**src/rtl/icache_refill_arbiter.sv**
```systemverilog
`default_nettype none
// ============================================================================
// Module   : icache_refill_arbiter
// Purpose  : Shares the single read channel of the I$ AXI shim between
//            NumPorts refill requesters (port 0: L1I$ miss/bypass path,
//            port 1: prefetcher / ISPM fill engine). A selected request is
//            held stable until the shim grants it. Outstanding bursts are
//            counted per port, and returning beats are steered back to their
//            owner using the port field in the upper bits of the AXI ID.
// Revision : 1.0 - initial release
//
// Ports
//   clk_i, rst_ni             clock, asynchronous active-low reset
//   req_i / req_*_i           per-port request and its address/blen/size/tid
//   req_gnt_o                 one-hot grant pulse back to the requester
//   rsp_valid_o               per-port return beat valid
//   rsp_last_o/data_o/tid_o   broadcast return beat fields
//   rd_req_o .. rd_id_o       request side toward the shim
//   rd_gnt_i                  shim accepted the request
//   rd_rdy_o                  always ready for return beats
//   rd_valid_i .. rd_id_i     return beats from the shim
//   busy_o                    request held or any burst outstanding
//   err_o                     sticky: beat returned for a port with nothing
//                             outstanding
//
// Configuration macro
//   ICACHE_ARB_FIXED_PRIO_EN  defined: fixed priority (port 0 highest), no
//                             round-robin pointer. Undefined: round-robin.
// ============================================================================
module icache_refill_arbiter #(
  parameter  int NumPorts       = 2,
  parameter  int AddrWidth      = 64,
  parameter  int DataWidth      = 64,
  parameter  int IdWidth        = 4,
  parameter  int BlenWidth      = 2,
  parameter  int MaxOutstanding = 2,
  localparam int PortBits       = $clog2(NumPorts),
  localparam int TidWidth       = IdWidth - PortBits
) (
  input  logic                                clk_i,
  input  logic                                rst_ni,
  input  logic [NumPorts-1:0]                 req_i,
  input  logic [NumPorts-1:0][AddrWidth-1:0]  req_addr_i,
  input  logic [NumPorts-1:0][BlenWidth-1:0]  req_blen_i,
  input  logic [NumPorts-1:0][2:0]            req_size_i,
  input  logic [NumPorts-1:0][TidWidth-1:0]   req_tid_i,
  output logic [NumPorts-1:0]                 req_gnt_o,
  output logic [NumPorts-1:0]                 rsp_valid_o,
  output logic                                rsp_last_o,
  output logic [DataWidth-1:0]                rsp_data_o,
  output logic [TidWidth-1:0]                 rsp_tid_o,
  output logic                                rd_req_o,
  input  logic                                rd_gnt_i,
  output logic [AddrWidth-1:0]                rd_addr_o,
  output logic [BlenWidth-1:0]                rd_blen_o,
  output logic [2:0]                          rd_size_o,
  output logic [IdWidth-1:0]                  rd_id_o,
  output logic                                rd_rdy_o,
  input  logic                                rd_valid_i,
  input  logic                                rd_last_i,
  input  logic [DataWidth-1:0]                rd_data_i,
  input  logic [IdWidth-1:0]                  rd_id_i,
  output logic                                busy_o,
  output logic                                err_o
);

  // Wide enough to hold MaxOutstanding itself.
  localparam int CntWidth = $clog2(MaxOutstanding + 1);

  typedef enum logic [0:0] {
    IDLE = 1'b0,
    HOLD = 1'b1
  } state_t;

  state_t                             state;
  logic [PortBits-1:0]                held_port;
  logic [NumPorts-1:0][CntWidth-1:0]  cnt;

  logic [NumPorts-1:0]                eligible;
  logic                               sel_valid;
  logic [PortBits-1:0]                sel_port;
  logic [PortBits-1:0]                cur_port;
  logic [PortBits-1:0]                ret_port;
  logic                               grant;
  logic                               beat_ok;

  always_comb begin
    for (int p = 0; p < NumPorts; p++) begin
      eligible[p] = req_i[p] && (cnt[p] < CntWidth'(MaxOutstanding));
    end
  end

`ifdef ICACHE_ARB_FIXED_PRIO_EN
  // Descending scan so the lowest eligible index is the last one written.
  always_comb begin
    sel_valid = 1'b0;
    sel_port  = '0;
    for (int p = NumPorts - 1; p >= 0; p--) begin
      if (eligible[p]) begin
        sel_valid = 1'b1;
        sel_port  = PortBits'(p);
      end
    end
  end
`else
  logic [PortBits-1:0] rr_ptr;

  // Scan offsets from the pointer; PortBits-wide addition wraps modulo
  // NumPorts because NumPorts is a power of two. Descending scan leaves the
  // smallest offset as the winner.
  always_comb begin
    sel_valid = 1'b0;
    sel_port  = '0;
    for (int k = NumPorts - 1; k >= 0; k--) begin
      if (eligible[rr_ptr + PortBits'(k)]) begin
        sel_valid = 1'b1;
        sel_port  = rr_ptr + PortBits'(k);
      end
    end
  end
`endif

  // In HOLD the latched port owns the channel regardless of req_i or the
  // other ports, so the shim sees a stable request until it grants.
  assign cur_port = (state == HOLD) ? held_port : sel_port;
  assign rd_req_o = (state == HOLD) || sel_valid;
  assign grant    = rd_req_o && rd_gnt_i;

  assign rd_addr_o = rd_req_o ? req_addr_i[cur_port] : '0;
  assign rd_blen_o = rd_req_o ? req_blen_i[cur_port] : '0;
  assign rd_size_o = rd_req_o ? req_size_i[cur_port] : '0;
  assign rd_id_o   = rd_req_o ? {cur_port, req_tid_i[cur_port]} : '0;
  assign rd_rdy_o  = 1'b1;

  // Return path: a beat for a port with nothing outstanding is dropped.
  assign ret_port = rd_id_i[IdWidth-1 -: PortBits];
  assign beat_ok  = rd_valid_i && (cnt[ret_port] != '0);

  always_comb begin
    for (int p = 0; p < NumPorts; p++) begin
      req_gnt_o[p]   = grant && (cur_port == PortBits'(p));
      rsp_valid_o[p] = beat_ok && (ret_port == PortBits'(p));
    end
  end

  assign rsp_last_o = rd_last_i;
  assign rsp_data_o = rd_data_i;
  assign rsp_tid_o  = rd_id_i[TidWidth-1:0];
  assign busy_o     = (state == HOLD) || (|cnt);

  always_ff @(posedge clk_i or negedge rst_ni) begin
    if (!rst_ni) begin
      state     <= IDLE;
      held_port <= '0;
      cnt       <= '0;
      err_o     <= 1'b0;
`ifndef ICACHE_ARB_FIXED_PRIO_EN
      rr_ptr    <= '0;
`endif
    end else begin
      case (state)
        IDLE: begin
          if (sel_valid && !rd_gnt_i) begin
            state     <= HOLD;
            held_port <= sel_port;
          end
        end
        HOLD: begin
          if (rd_gnt_i) begin
            state <= IDLE;
          end
        end
        default: state <= IDLE;
      endcase

`ifndef ICACHE_ARB_FIXED_PRIO_EN
      if (grant) begin
        rr_ptr <= cur_port + PortBits'(1);
      end
`endif

      if (rd_valid_i && (cnt[ret_port] == '0)) begin
        err_o <= 1'b1;
      end

      for (int p = 0; p < NumPorts; p++) begin
        if (req_gnt_o[p] && !(rsp_valid_o[p] && rd_last_i)) begin
          cnt[p] <= cnt[p] + CntWidth'(1);
        end else if (!req_gnt_o[p] && rsp_valid_o[p] && rd_last_i) begin
          cnt[p] <= cnt[p] - CntWidth'(1);
        end
      end
    end
  end

endmodule
`default_nettype wire

```
**config.mk**
```make
export PLATFORM = sky130hd
export DESIGN_NAME = icache_refill_arbiter
export DESIGN_NICKNAME = d
export VERILOG_FILES = /design/src/rtl/icache_refill_arbiter.sv
export SDC_FILE = /design/constraint.sdc
export NUM_CORES = 1
export LEC_CHECK = 0
export ABC_AREA = 1
export ABC_CLOCK_PERIOD_IN_PS = 3500
export BUFFER_PORTS_ARGS = -buffer_cell sky130_fd_sc_hd__buf_2
export CORE_AREA = 2 2 144 146
export DETAILED_ROUTE_END_ITERATION = 16
export DIE_AREA = 0 0 146 148
export PLACE_DENSITY = 0.4
export SLEW_MARGIN = 20
export SYNTH_ARGS = -nofsm -noshare
export SYNTH_HDL_FRONTEND = slang
export SYNTH_SLANG_ARGS = --single-unit
```
**constraint.sdc**
```tcl
create_clock -name clk_i -period 3.5 [get_ports clk_i]
set_clock_uncertainty 0.15 [all_clocks]
set_input_delay 0.525 -clock clk_i [delete_from_list [all_inputs] [get_ports clk_i]]
set_output_delay 0.525 -clock clk_i [all_outputs]
set_load 0.1 [all_outputs]
```
======== Word level (Yosys, flattened, before mapping) ========
Cells that the tools add are included.
cells by class
  order comparisons ....................... 6
  mux-type cells .......................... 30
  $add $sub $neg .......................... 6
  reduce and logical (&&, ||, !) cells .... 31
  bitwise gates (word level) .............. 3
operators by type and width
  kind                                                                           count
  64-bit two-way mux                                                             3
  1-bit logical AND                                                              18
  2-bit two-way mux                                                              9
  3-bit two-way mux                                                              5
  1-bit two-way mux                                                              11
  1-bit by 2-bit less-than comparator with 1-bit output (second input constant)  4
  2-bit nonzero test                                                             3
  1-bit logical NOT                                                              5
  2-bit by 1-bit adder with 2-bit output (second input constant)                 2
  2-bit less-than comparator (second input constant)                             2
  4-bit two-way mux                                                              1
  4-bit OR reduction                                                             1
  2-bit by 1-bit subtractor with 2-bit output (second input constant)            2
  1-bit NOT                                                                      3
  1-bit adder (second input constant)                                            2
  2-bit logical NOT                                                              1
  1-bit logical OR                                                               2
  1-bit case mux with 2 select lines                                             1
  2-bit AND reduction                                                            1
storage, ports and cells
  input port bits ......................... 219
  flip-flop bits (word level) ............. 8

======== Depth between registers and ports, before layout ========
  depth in word-level cells ............... 14
  mapped depth ............................ 11
  mapped depth without buffers ............ 11

======== Worst setup path after synthesis ========
OpenSTA, ideal clock, no wires.
  kind .................................... input port to output port
  start ................................... input port req_i[1]
  end ..................................... output port rd_addr_o[33]
  slack ................................... -0.096 ns
  data arrival time ....................... 2.921 ns
  stages .................................. 7
  cells stage by stage .................... nand2_4 > nor2_4 > nand2_2 > nand2_4 > buf_2 > nand2_1 > a21oi_1
on the way
  longest elaborated chain between the ends .. 9
RTL lines
  item                                                   line  text
  start: declaration                                     42    input logic [NumPorts-1:0] req_i,
  1-bit logical AND (*)                                  89    eligible[p] = req_i[p] && (cnt[p] < CntWidth'(MaxOutstanding));
  1-bit two-way mux (implied by the code) (2 in a row)   115   if (eligible[rr_ptr + PortBits'(k)]) begin
  1-bit two-way mux (2 in a row)                         115
  1-bit two-way mux                                      125   assign cur_port = (state == HOLD) ? held_port : sel_port;
  64-bit two-way mux (implied by the code) (2 in a row)  129   assign rd_addr_o = rd_req_o ? req_addr_i[cur_port] : '0;
  64-bit two-way mux (*)                                 129
  end: declaration                                       54    output logic [AddrWidth-1:0] rd_addr_o,
Mark *: on every way between the ends. The rest lies on a longest branch, timed or not. The select of a mux whose other input is x is not followed.

======== Worst setup path after layout ========
  start ................................... register cnt[1] (netlist bit)
  end ..................................... output port rd_addr_o[14]
on the way
  longest elaborated chain between the ends .. 10
RTL lines
  item                                                   line  text
  start: declaration                                     77    logic [NumPorts-1:0][CntWidth-1:0] cnt;
  start signal: indexed assignment                       188   cnt[p] <= cnt[p] + CntWidth'(1);
  start signal: indexed assignment                       190   cnt[p] <= cnt[p] - CntWidth'(1);
  2-bit less-than comparator (*)                         89
  1-bit logical AND (*)                                  89
  1-bit two-way mux (implied by the code) (2 in a row)   115
  1-bit two-way mux (2 in a row)                         115
  1-bit two-way mux                                      125
  64-bit two-way mux (implied by the code) (2 in a row)  129
  64-bit two-way mux (*)                                 129
Marks and branches as above.

==> flow_summary.json <==
{
  "status": "finished clean",
  "die_h_um": 148,
  "layout_setup_ws_ns": 0.560,
  "synth_seq_cells": 8,
  "pre_cts_slack_ns": 0.608,
  "synth_cells": 379,
  "cts_tree": "yes",
  "grt_use_total_pct": 8.18,
  "std_cell_rows": 52,
  "ctsRootBufferMaster": "clkbuf_16",
  "synth_warnings": 0,
  "antennaDiodeCount": 0,
  "vias": 2845,
  "fin_tns_setup_ns": 0,
  "path_cells": "inv_2, nand3_1, a21boi_4, buf_4, nand2_1, a21oi_1, buf_2",
  "synth_common_cells": "156 x nand2_1, 71 x buf_4, 64 x a21oi_1, 11 x nand2_2, 10 x a21oi_2",
  "grt_start_max_net_pins": 42,
  "core_region_area_mm2": 0.0200,
  "dr.pass1.iters": 6,
  "fmax_mhz": 340,
  "async_flop_share_pct": 100,
  "wire_per_inst_um": 12.3,
  "rsz0062_at_grt": "false",
  "clk_pin_slew_ns": 0.04,
  "final_max_slew_viol_count": 0,
  "finalWirelength_mm": 9.85,
  "syn_nets": 598,
  "drv_cap": 0,
  "netlist_top_cells_area": "nand2_1 27%, buf_4 25%, a21oi_1 15%",
  "fin_crit_sh_pct": 84.0,
  "post_cts_buffers": 0,
  "critical-path-top-delay-family": "buffers and inverters",
  "crit_required_ns": 2.82,
  "area_growth_syn_to_layout_pct": 52.2,
  "drc": 0,
  "final-hold-violation-count": 0,
  "drt-initial-drc-count": 95,
  "drtAntennaViolNets": 0,
  "numCtsBuffers": 3,
  "grt_use_met1_pct": 8.86,
  "fillers": 2378,
  "synth_area_leader_cell": "nand2_1",
  "fin_nets": 750,
  "crit_type": "reg -> out",
  "synth_edf_count": 0,
  "antenna_found_initial": 0,
  "path_buf_inv": 3,
  "dp_hpwl_mm": 8.17,
  "synth_top_flop_cell": "dfrtp_1",
  "grt_pass1_wl_mm": 14.1,
  "met2_usage_pct": 15.0,
  "die_w_um": 146,
  "cts_sinks": 8,
  "die_area_mm2": 0.0216,
  "whs_ns": 0.313,
  "slowest_delay_ns": 0.48,
  "post_synth.cell_area_avg_um2": 5.71,
  "cp.arrival_ns": 2.27,
  "seq_area_frac_synth_pct": 9.25,
  "setup_viol": 0,
  "yosysMostFrequentCell": "nand2_1",
  "ys_types": 26,
  "gr-total-overflow": 0,
  "io_pins": 368,
  "viasPerCell": 3.56,
  "grtUsageMet3_pct": 3.46,
  "grt_busiest_layer": "met2",
  "min_path_type": "reg -> reg",
  "synth_top_area_share_pct": 27.1,
  "cp_slowest_cell": "buf_2",
  "h-tree-depth": 1,
  "grt_pass1_vias": 2536,
  "port-buffer-count": 232,
  "syn_area_mm2": 0.00216,
  "cp_max_fo": 34,
  "cts_max_path_buffers": 2,
  "start_util_pct": 10.8,
  "period_needed_ns": 2.94,
  "place.gp.congestion": 0.705,
  "clk_latency_ns": 0.23,
  "cp-start-kind": "register",
  "drive_above_1_share_pct": 53.9,
  "end_kind": "output port"
}
## per-layer routing
metal  routed length, um  up-vias
met3                1280       11
met2                4890      206
met4                  81        0
met5                   0        -
li1                    -     1427
met1                3600     1201
## logic make-up after synthesis
| family | share of synthesized area (%) |
|---|---|
| buffers and inverters | 34.1 |
| AND/OR/NAND/NOR | 35.3 |
| flip-flops | 9.25 |
| XOR/XNOR | 0.405 |
| AO/OA/AOI/OAI | 20.7 |
| other | 0.173 |
## state kept, by name, indices dropped and copies added, names as in the netlist
signal     cells
state          1
err_o          1
rr_ptr         1
cnt            4
held_port      1
## layout make-up
| cell class | instances | area [um^2] | area share (%) |
|---|---|---|---|
| Inverter | 13 | 48.8 | 1.48 |
| Clock buffer | 3 | 75.1 | 2.28 |
| Tap cell | 270 | 338 | 10.3 |
| Timing Repair Buffer | 239 | 1340 | 40.8 |
| Multi-Input combinational cell | 266 | 1290 | 39.1 |
| Sequential cell | 8 | 200 | 6.08 |
## cells in the final DEF, fill, tap and decap left out, types with 2 or more instances in the layout
master,Yosys,final
a21oi_2,10,23
nand2_2,11,11
inv_2,4,4
clkbuf_16,0,3
dfrtp_1,8,8
buf_4,71,3
nor2_1,4,4
o21bai_1,2,2
a21oi_1,64,51
nand2_4,2,2
buf_12,0,9
inv_1,9,9
nand3_1,7,7
nand2_1,156,156
buf_2,8,226
## worst paths after layout
kind / cells after the start / endpoint / start / slack (ns)
min reg2reg: 1 / err_o$_DFFE_PN0P_ / err_o$_DFFE_PN0P_ / 0.31
max: 7 / rd_addr_o[14] / cnt[1]$_DFFE_PN0P_ / 0.56
max in group asynchronous: 2 / cnt[3]$_DFFE_PN0P_ / rst_ni / 2.51
min: 1 / err_o$_DFFE_PN0P_ / err_o$_DFFE_PN0P_ / 0.31
min in group asynchronous: 2 / err_o$_DFFE_PN0P_ / rst_ni / 0.52
max reg2reg: 10 / cnt[2]$_DFFE_PN0P_ / cnt[3]$_DFFE_PN0P_ / 1.55
## per-stage QoR
stage / std cells / utilization (%) / cell area [um^2]
floorplan: 379 / - / 2220
global placement: 795 / 16.0 / 3210
detailed placement: 795 / 16.0 / 3210
CTS: 799 / 16.4 / 3290
global route: 799 / 16.4 / 3290
finish: 799 / 16.4 / 3290
## timing repair
item,CTS,global route
endpoints found under the setup margin,0,0
endpoints found under the hold margin,8,0
resized for setup,0,0
hold buffers,1,0
Power is left out: the tool's default activity adds up to more than one toggle a clock period on the data nets, which glitch-free logic cannot reach.
